`src/rtl/muldiv_unit_if.sv`:
```
// -----------------------------------------------------------------------------
// muldiv_unit_if
// Request/result bundle between the execute stage and the multiply/divide unit.
//   master : execute stage - drives start, alucontrol, a, b, flush;
//            observes busy, done, hi, lo
//   slave  : muldiv_unit   - the reverse
// Parameters: WIDTH (operand and HI/LO width), CTRL_W (alucontrol width).
// -----------------------------------------------------------------------------
interface muldiv_unit_if #(
    parameter int WIDTH  = 32,
    parameter int CTRL_W = 5
);
    logic              start;
    logic [CTRL_W-1:0] alucontrol;
    logic [WIDTH-1:0]  a;
    logic [WIDTH-1:0]  b;
    logic              flush;
    logic              busy;
    logic              done;
    logic [WIDTH-1:0]  hi;
    logic [WIDTH-1:0]  lo;

    modport master (
        output start, alucontrol, a, b, flush,
        input  busy, done, hi, lo
    );

    modport slave (
        input  start, alucontrol, a, b, flush,
        output busy, done, hi, lo
    );
endinterface

```
`src/rtl/muldiv_unit.sv`:
```
// -----------------------------------------------------------------------------
// muldiv_unit
// Multi-cycle multiply/divide unit holding the architectural HI/LO registers.
//   clk  : rising-edge clock
//   rst  : synchronous active-high reset
//   bus  : muldiv_unit_if.slave
//          start/alucontrol/a/b request (accepted only when idle), flush abort,
//          busy stall, done one-cycle commit pulse, hi/lo registers.
// Divide is restoring radix-2 over WIDTH cycles plus one sign-fix cycle.
// Optional macro MULDIV_ITER_MULT_EN: multiply becomes a WIDTH-cycle shift-add
// on magnitudes followed by the same sign-fix cycle; otherwise it is a
// single-cycle full-width product.
// -----------------------------------------------------------------------------
module muldiv_unit #(
    parameter int                WIDTH             = 32,
    parameter int                CTRL_W            = 5,
    parameter logic [CTRL_W-1:0] ALU_SIGNED_MULT   = 5'h0C,
    parameter logic [CTRL_W-1:0] ALU_UNSIGNED_MULT = 5'h0D,
    parameter logic [CTRL_W-1:0] ALU_SIGNED_DIV    = 5'h0E,
    parameter logic [CTRL_W-1:0] ALU_UNSIGNED_DIV  = 5'h0F,
    parameter logic [CTRL_W-1:0] ALU_MTHI          = 5'h10,
    parameter logic [CTRL_W-1:0] ALU_MTLO          = 5'h11
) (
    input  logic          clk,
    input  logic          rst,
    muldiv_unit_if.slave  bus
);
    localparam int              CNT_W    = $clog2(WIDTH);
    localparam logic [CNT_W-1:0] CNT_ONE  = {{(CNT_W-1){1'b0}}, 1'b1};
    localparam logic [CNT_W-1:0] CNT_LAST = CNT_W'(WIDTH - 1);

    typedef enum logic [1:0] {
        S_IDLE = 2'd0,
        S_MUL  = 2'd1,
        S_DIV  = 2'd2,
        S_FIX  = 2'd3
    } state_e;

    state_e              state_q;
    logic                busy_q;
    logic                done_q;
    logic [WIDTH-1:0]    hi_q;
    logic [WIDTH-1:0]    lo_q;
    logic [WIDTH-1:0]    a_q;        // raw dividend, returned as HI on divide-by-zero
    logic [WIDTH-1:0]    mag_q;      // divisor magnitude / multiplicand magnitude
    logic [2*WIDTH-1:0]  acc_q;      // {remainder, quotient} or {product hi, multiplier/product lo}
    logic [CNT_W-1:0]    cnt_q;
    logic                is_div_q;
    logic                neg_q;      // result (quotient or product) needs negation
    logic                a_neg_q;    // remainder takes the dividend's sign
    logic                b_zero_q;

    logic [WIDTH:0]      div_shift_s;
    logic [WIDTH:0]      div_diff_s;
    logic [2*WIDTH-1:0]  div_next_s;
    logic                req_signed_s;

    // Magnitude of a value that is signed only when sgn is set.
    function automatic logic [WIDTH-1:0] magnitude(input logic [WIDTH-1:0] v, input logic sgn);
        if (sgn && v[WIDTH-1]) begin
            magnitude = -v;
        end else begin
            magnitude = v;
        end
    endfunction

`ifdef MULDIV_ITER_MULT_EN
    logic [WIDTH:0]      mul_sum_s;
    logic [2*WIDTH-1:0]  mul_next_s;
    logic [2*WIDTH-1:0]  mul_fix_s;

    // Shift-add step: add multiplicand into the upper half when the current
    // multiplier bit (acc LSB) is set, then shift the whole accumulator right.
    always_comb begin
        mul_sum_s = {1'b0, acc_q[2*WIDTH-1:WIDTH]};
        if (acc_q[0]) begin
            mul_sum_s = {1'b0, acc_q[2*WIDTH-1:WIDTH]} + {1'b0, mag_q};
        end else begin
            mul_sum_s = {1'b0, acc_q[2*WIDTH-1:WIDTH]};
        end
        mul_next_s = {mul_sum_s, acc_q[WIDTH-1:1]};
        if (neg_q) begin
            mul_fix_s = -acc_q;
        end else begin
            mul_fix_s = acc_q;
        end
    end
`else
    logic [WIDTH-1:0]    b_q;
    logic [2*WIDTH-1:0]  ext_a_s;
    logic [2*WIDTH-1:0]  ext_b_s;
    logic [2*WIDTH-1:0]  prod_s;

    // Single-cycle product: extending both operands to 2*WIDTH (sign or zero)
    // makes the low 2*WIDTH bits of one unsigned multiply correct for both ops.
    always_comb begin
        if (neg_q) begin
            ext_a_s = {{WIDTH{a_q[WIDTH-1]}}, a_q};
            ext_b_s = {{WIDTH{b_q[WIDTH-1]}}, b_q};
        end else begin
            ext_a_s = {{WIDTH{1'b0}}, a_q};
            ext_b_s = {{WIDTH{1'b0}}, b_q};
        end
        prod_s = ext_a_s * ext_b_s;
    end
`endif

    // Restoring divide step: shift next dividend bit into the partial
    // remainder and keep the difference only if it did not go negative.
    always_comb begin
        div_shift_s = acc_q[2*WIDTH-1:WIDTH-1];
        div_diff_s  = div_shift_s - {1'b0, mag_q};
        if (!div_diff_s[WIDTH]) begin
            div_next_s = {div_diff_s[WIDTH-1:0], acc_q[WIDTH-2:0], 1'b1};
        end else begin
            div_next_s = {div_shift_s[WIDTH-1:0], acc_q[WIDTH-2:0], 1'b0};
        end
        req_signed_s = (bus.alucontrol == ALU_SIGNED_MULT) || (bus.alucontrol == ALU_SIGNED_DIV);
    end

    // Control FSM with datapath and registered outputs.
    always_ff @(posedge clk) begin
        if (rst) begin
            state_q  <= S_IDLE;
            busy_q   <= 1'b0;
            done_q   <= 1'b0;
            hi_q     <= '0;
            lo_q     <= '0;
            a_q      <= '0;
            mag_q    <= '0;
            acc_q    <= '0;
            cnt_q    <= '0;
            is_div_q <= 1'b0;
            neg_q    <= 1'b0;
            a_neg_q  <= 1'b0;
            b_zero_q <= 1'b0;
`ifndef MULDIV_ITER_MULT_EN
            b_q      <= '0;
`endif
        end else begin
            done_q <= 1'b0;
            if (bus.flush) begin
                state_q <= S_IDLE;
                busy_q  <= 1'b0;
                cnt_q   <= '0;
            end else begin
                case (state_q)
                    S_IDLE: begin
                        if (bus.start) begin
                            case (bus.alucontrol)
                                ALU_SIGNED_MULT, ALU_UNSIGNED_MULT: begin
                                    a_q      <= bus.a;
`ifndef MULDIV_ITER_MULT_EN
                                    b_q      <= bus.b;
                                    // single-cycle path reuses neg_q as the signed flag
                                    neg_q    <= req_signed_s;
`else
                                    neg_q    <= req_signed_s & (bus.a[WIDTH-1] ^ bus.b[WIDTH-1]);
`endif
                                    mag_q    <= magnitude(bus.a, req_signed_s);
                                    acc_q    <= {{WIDTH{1'b0}}, magnitude(bus.b, req_signed_s)};
                                    cnt_q    <= '0;
                                    is_div_q <= 1'b0;
                                    state_q  <= S_MUL;
                                    busy_q   <= 1'b1;
                                end
                                ALU_SIGNED_DIV, ALU_UNSIGNED_DIV: begin
                                    a_q      <= bus.a;
                                    mag_q    <= magnitude(bus.b, req_signed_s);
                                    acc_q    <= {{WIDTH{1'b0}}, magnitude(bus.a, req_signed_s)};
                                    neg_q    <= req_signed_s & (bus.a[WIDTH-1] ^ bus.b[WIDTH-1]);
                                    a_neg_q  <= req_signed_s & bus.a[WIDTH-1];
                                    b_zero_q <= (bus.b == '0);
                                    cnt_q    <= '0;
                                    is_div_q <= 1'b1;
                                    state_q  <= S_DIV;
                                    busy_q   <= 1'b1;
                                end
                                ALU_MTHI: begin
                                    hi_q   <= bus.a;
                                    done_q <= 1'b1;
                                end
                                ALU_MTLO: begin
                                    lo_q   <= bus.a;
                                    done_q <= 1'b1;
                                end
                                default: begin
                                    state_q <= S_IDLE;
                                end
                            endcase
                        end
                    end
                    S_MUL: begin
`ifdef MULDIV_ITER_MULT_EN
                        acc_q <= mul_next_s;
                        cnt_q <= cnt_q + CNT_ONE;
                        if (cnt_q == CNT_LAST) begin
                            state_q <= S_FIX;
                        end
`else
                        hi_q    <= prod_s[2*WIDTH-1:WIDTH];
                        lo_q    <= prod_s[WIDTH-1:0];
                        done_q  <= 1'b1;
                        state_q <= S_IDLE;
                        busy_q  <= 1'b0;
`endif
                    end
                    S_DIV: begin
                        acc_q <= div_next_s;
                        cnt_q <= cnt_q + CNT_ONE;
                        if (cnt_q == CNT_LAST) begin
                            state_q <= S_FIX;
                        end
                    end
                    S_FIX: begin
                        if (is_div_q) begin
                            if (b_zero_q) begin
                                // divide by zero: defined result instead of a trap
                                lo_q <= '1;
                                hi_q <= a_q;
                            end else begin
                                lo_q <= neg_q   ? -acc_q[WIDTH-1:0]       : acc_q[WIDTH-1:0];
                                hi_q <= a_neg_q ? -acc_q[2*WIDTH-1:WIDTH] : acc_q[2*WIDTH-1:WIDTH];
                            end
                        end else begin
`ifdef MULDIV_ITER_MULT_EN
                            hi_q <= mul_fix_s[2*WIDTH-1:WIDTH];
                            lo_q <= mul_fix_s[WIDTH-1:0];
`else
                            hi_q <= hi_q;
                            lo_q <= lo_q;
`endif
                        end
                        cnt_q   <= '0;
                        done_q  <= 1'b1;
                        state_q <= S_IDLE;
                        busy_q  <= 1'b0;
                    end
                    default: begin
                        state_q <= S_IDLE;
                        busy_q  <= 1'b0;
                    end
                endcase
            end
        end
    end

    assign bus.busy = busy_q;
    assign bus.done = done_q;
    assign bus.hi   = hi_q;
    assign bus.lo   = lo_q;

endmodule

```
`src/flat_wrapper.sv`:
```
// flat-port wrapper written by rule: the top's interface ports become plain ports
module muldiv_unit_flat 
#(
    parameter int                WIDTH             = 32,
    parameter int                CTRL_W            = 5,
    parameter logic [CTRL_W-1:0] ALU_SIGNED_MULT   = 5'h0C,
    parameter logic [CTRL_W-1:0] ALU_UNSIGNED_MULT = 5'h0D,
    parameter logic [CTRL_W-1:0] ALU_SIGNED_DIV    = 5'h0E,
    parameter logic [CTRL_W-1:0] ALU_UNSIGNED_DIV  = 5'h0F,
    parameter logic [CTRL_W-1:0] ALU_MTHI          = 5'h10,
    parameter logic [CTRL_W-1:0] ALU_MTLO          = 5'h11
)
  (clk, rst, bus_start, bus_alucontrol, bus_a, bus_b, bus_flush, bus_busy, bus_done, bus_hi, bus_lo);
  muldiv_unit_if #(.WIDTH(WIDTH), .CTRL_W(CTRL_W)) bus_i ();
  input  logic clk;
  input  logic rst;
  input wire logic [$bits(bus_i.start)-1:0] bus_start;
  input wire logic [$bits(bus_i.alucontrol)-1:0] bus_alucontrol;
  input wire logic [$bits(bus_i.a)-1:0] bus_a;
  input wire logic [$bits(bus_i.b)-1:0] bus_b;
  input wire logic [$bits(bus_i.flush)-1:0] bus_flush;
  output wire logic [$bits(bus_i.busy)-1:0] bus_busy;
  output wire logic [$bits(bus_i.done)-1:0] bus_done;
  output wire logic [$bits(bus_i.hi)-1:0] bus_hi;
  output wire logic [$bits(bus_i.lo)-1:0] bus_lo;
  assign bus_i.start = bus_start;
  assign bus_i.alucontrol = bus_alucontrol;
  assign bus_i.a = bus_a;
  assign bus_i.b = bus_b;
  assign bus_i.flush = bus_flush;
  assign bus_busy = bus_i.busy;
  assign bus_done = bus_i.done;
  assign bus_hi = bus_i.hi;
  assign bus_lo = bus_i.lo;
  muldiv_unit #(.WIDTH(WIDTH), .CTRL_W(CTRL_W), .ALU_SIGNED_MULT(ALU_SIGNED_MULT), .ALU_UNSIGNED_MULT(ALU_UNSIGNED_MULT), .ALU_SIGNED_DIV(ALU_SIGNED_DIV), .ALU_UNSIGNED_DIV(ALU_UNSIGNED_DIV), .ALU_MTHI(ALU_MTHI), .ALU_MTLO(ALU_MTLO)) u_core (.clk(clk), .rst(rst), .bus(bus_i));
endmodule
```
`config.mk`:
```
export PLATFORM = sky130hd
export DESIGN_NAME = muldiv_unit_flat
export DESIGN_NICKNAME = d
export VERILOG_FILES = /design/src/rtl/muldiv_unit_if.sv /design/src/rtl/muldiv_unit.sv /design/src/flat_wrapper.sv
export SDC_FILE = /design/constraint.sdc
export NUM_CORES = 2
export LEC_CHECK = 0
export CAP_MARGIN = 20
export CORE_UTILIZATION = 50
export DETAILED_ROUTE_END_ITERATION = 8
export GPL_ROUTABILITY_DRIVEN = 0
export PLACE_DENSITY = 0.66
export SYNTH_ARGS = -nofsm -noshare
export SYNTH_HDL_FRONTEND = slang
export SYNTH_SLANG_ARGS = --single-unit
```
`constraint.sdc`:
```
create_clock -name clk -period 14.9 [get_ports clk]
set_input_delay 3.725 -clock clk [delete_from_list [all_inputs] [get_ports clk]]
set_output_delay 3.725 -clock clk [all_outputs]
set_load 0.02 [all_outputs]
```
==> reports/qor.yml <==
numCtsBuffers: 31
seq_power_share_pct: 39.8
yosys_most_used_dff: "dfxtp_1"
wl_per_cell_um: 22.6
worst_path_max_delay_cell: "fa_1"
rsz0062_at_grt: "no"
cp.required_ns: 15.38
dieArea_um2: 127000
yosysWarningCount: 0
via_count: 48900
drt_iter0_drc: 4833
start_util_pct: 50.6
syn2layout_area_growth_pct: 5.67
ir_worst_vdd_uv: 80.2
htreeDepth: 1
worst_pin_slew_ns: 1.24
power_density_nw_per_um2: 24.7
path_clk_slew_ns: 0.06
antenna_left: 0
syn_area_um2: 62900
cap_violations: 0
finalHoldViolations: 0
period_share_pct: 67.1
cts-root-buf: "clkbuf_16"
synth_edf_count: 0
cts_tree: "yes"
synth_compound_gate_area_share_pct: 8.71
synthXorXnorAreaFrac_pct: 3.75
post_cts_buffers: 0
crit_fanout: 24
drt-total-wl_um: 196000
rows: 129
drive_gt1_share_pct: 2.88
total_power_w: 0.00164
slew_headroom_pct: 17.6
syn_nets: 8986
fin_worst_skew_ns: 0.0308
grt_pass1_wl_um: 305000
p_clk_share_pct: 43.0
endpoint_kind: "flip-flop"
crit_path_frequent_cell: "fa_1"
nets: 8841
timing.fmax_mhz: 100
ios: 139
cts.sinks: 237
ff2ff_path_depth: 31
dp_slack_ns: 5.00
path_buf_inv: 9
synthAdderAreaFrac_pct: 52.2
power_switching_share_pct: 30.8
ys_seq_area_share_pct: 7.55
worstHoldPathCells: 2
r2r_start: "u_core.neg_q"
yosys.area_share.simple_pct: 15.2
synth_top_family_by_area: "adder cells"
cts_buffer_depth: 3
status: "completed"
synth_top_area_cell: "fa_1"
final-setup-viol-count: 0
crit_arrival_ns: 10.48
seq_area_um2: 4760
netSwitchingPower_w: 0.000506
viasPerCell: 5.64
hold_path_end: "u_core.mag_q[9]"
synth_top_area_share_pct: 45.2
worstSkewPairLatency_ns: 0.59
fin_setup_tns_ns: 0
hp-class: "flip-flop to flip-flop"
synth-seq-cells: 237
multi_input_area_um2: 50700
synthDistinctLibCells: 86
grt_max_degree: 90
grt_use_total_pct: 31.7
async_reset_ff_share_pct: 0
cts_resized: 0
synthMuxAreaShare_pct: 0.734
cp_top_family: "adder cells"
critPathLaunchType: "flip-flop"
worstHoldStart: "u_core.mag_q[9]"
coreArea_um2: 124000
timing.reg2reg.setup_slack_ns: 4.90
crit_type: "flip-flop to flip-flop"
cts_hold_buf: 0
internal_power_w: 0.00114
slew_viol_final: 0
synth_area_leaders: "fa_1, inv_1, dfxtp_1, ha_1, and2_1"
min_period_ns: 10.00
synth_area_per_cell_um2: 8.80
die_height_um: 357
finalWorstSetupSlack_ns: 4.90
drtPass1Iterations: 8
die_w_um: 357
reg2reg_to: "u_core.bus.hi[28]"
io_buffers: 138
grt_overflow: 0
comb_power_share_pct: 17.2
slowest_delay_ns: 0.90
fillers: 11400
drc: 0
grt_pass1_vias: 51000
dp_hpwl_um: 156000
synthCells: 7147
antenna_found_initial: 8
p_leak_nw: 32.3
worst register-to-register path: cells and delay by family, from the launching register on:
kind                       cells  cell delay (ns)
DFF                            1             0.41
AOI/OAI and AO/OA              4             0.86
buffers and inverters          9             1.37
xor gates and xnor gates       1             0.14
and+or+nand+nor                6             0.95
adders and majority gates     11             6.15
how the worst max path moves through the flow:
stage                       from           endpoint  slack (ns)  cells after the start
global route        u_core.neg_q  u_core.bus.hi[28]        4.35                     31
finish              u_core.neg_q  u_core.bus.hi[28]        4.90                     31
floorplan           u_core.neg_q  u_core.bus.hi[30]        5.72                     32
CTS                 u_core.neg_q  u_core.bus.hi[28]        4.94                     31
detailed placement  u_core.neg_q  u_core.bus.hi[28]        5.00                     31
global placement    u_core.neg_q  u_core.bus.hi[28]        5.23                     31
synthesized netlist by cell type, drive strengths merged, types with 19 or more instances:
cell    instances
o211ai         68
nand2         959
dfxtp         237
nor3           37
xnor2         169
and3           31
and2          581
a311oi         37
o21bai         19
ha            346
clkbuf        362
a211oi         46
o221ai         21
buf            41
a21o           42
inv          1585
o31ai          31
nand2b         20
nor2          214
o21ai         192
nand3          45
xor2           98
a21oi         265
fa           1420
mux2i          45
per-layer routing:
layer  share of wire [%]  track usage [%]  vias to the layer above
met3                  10             6.78                      396
met1                  40             43.7                    25000
met2                  44             48.4                     2278
met4                 5.2             13.7                       10
li1                    -                -                    21200
met5               0.032                0                        -
area by class of cell:
class | count | area share, %
antenna | 4 | 0.0151
clock buffer | 41 | 1.27
clock inverter | 13 | 0.128
inverter | 1585 | 8.96
multi-input combinational | 4922 | 76.3
sequential | 237 | 7.17
tap | 1637 | 3.08
timing repair buffer | 225 | 3.11
sequential cells by signal (all words and copies together) (netlist names):
signal / count
u_core.bus.hi: 32
u_core.a_q: 32
u_core.bus.busy: 1
u_core.a_neg_q: 1
u_core.b_zero_q: 1
u_core.is_div_q: 1
u_core.cnt_q: 5
u_core.b_q: 32
u_core.bus.done: 1
u_core.neg_q: 1
u_core.mag_q: 32
u_core.state_q: 2
u_core.bus.lo: 32
u_core.acc_q: 64
cell usage in the layout (no fill, tap or decap), types with 58 or more instances in the layout:
cell type	instances
a21oi_1	264
clkdlybuf4s50_1	137
inv_1	1584
o21ai_0	133
nor2_1	210
buf_4	85
xnor2_1	168
and2_1	577
dfxtp_1	223
nand2_1	957
ha_1	346
o21ai_1	58
fa_1	1420
xor2_1	98
o211ai_1	66
power groups by stage:
stage	clock, W	sequential (W)	combinational (W)
2_1_floorplan	0	0.000663	0.000170
3_3_place_gp	0	0.000667	0.000270
3_5_place_dp	0	0.000668	0.000271
4_1_cts	0.000709	0.000654	0.000273
5_1_grt	0.000736	0.000655	0.000297
6_report	0.000707	0.000654	0.000282
per-stage QoR:
step	util, %	hold WS, ns	area [µm²]	cells
floorplan	-	0.432	62900	7147
global placement	52.7	0.439	65400	8604
detailed placement	52.7	0.445	65500	8605
CTS	53.5	0.454	66400	8659
global route	53.5	0.472	66400	8660
finish	53.5	0.452	66400	8664
logic make-up (layout without fill, tap and decap cells):
logic type               count (synthesis)  after routing
AO/OA/AOI/OAI                          849            849
adder cells (fa/ha/maj)               1770           1770
buffers and inverters                 1988           1864
flip-flops                             237            237
multiplexers                            46             46
XOR/XNOR                               267            267
other                                    0              4
AND/OR/NAND/NOR                       1990           1990
Power figures use the tool's default switching activity.
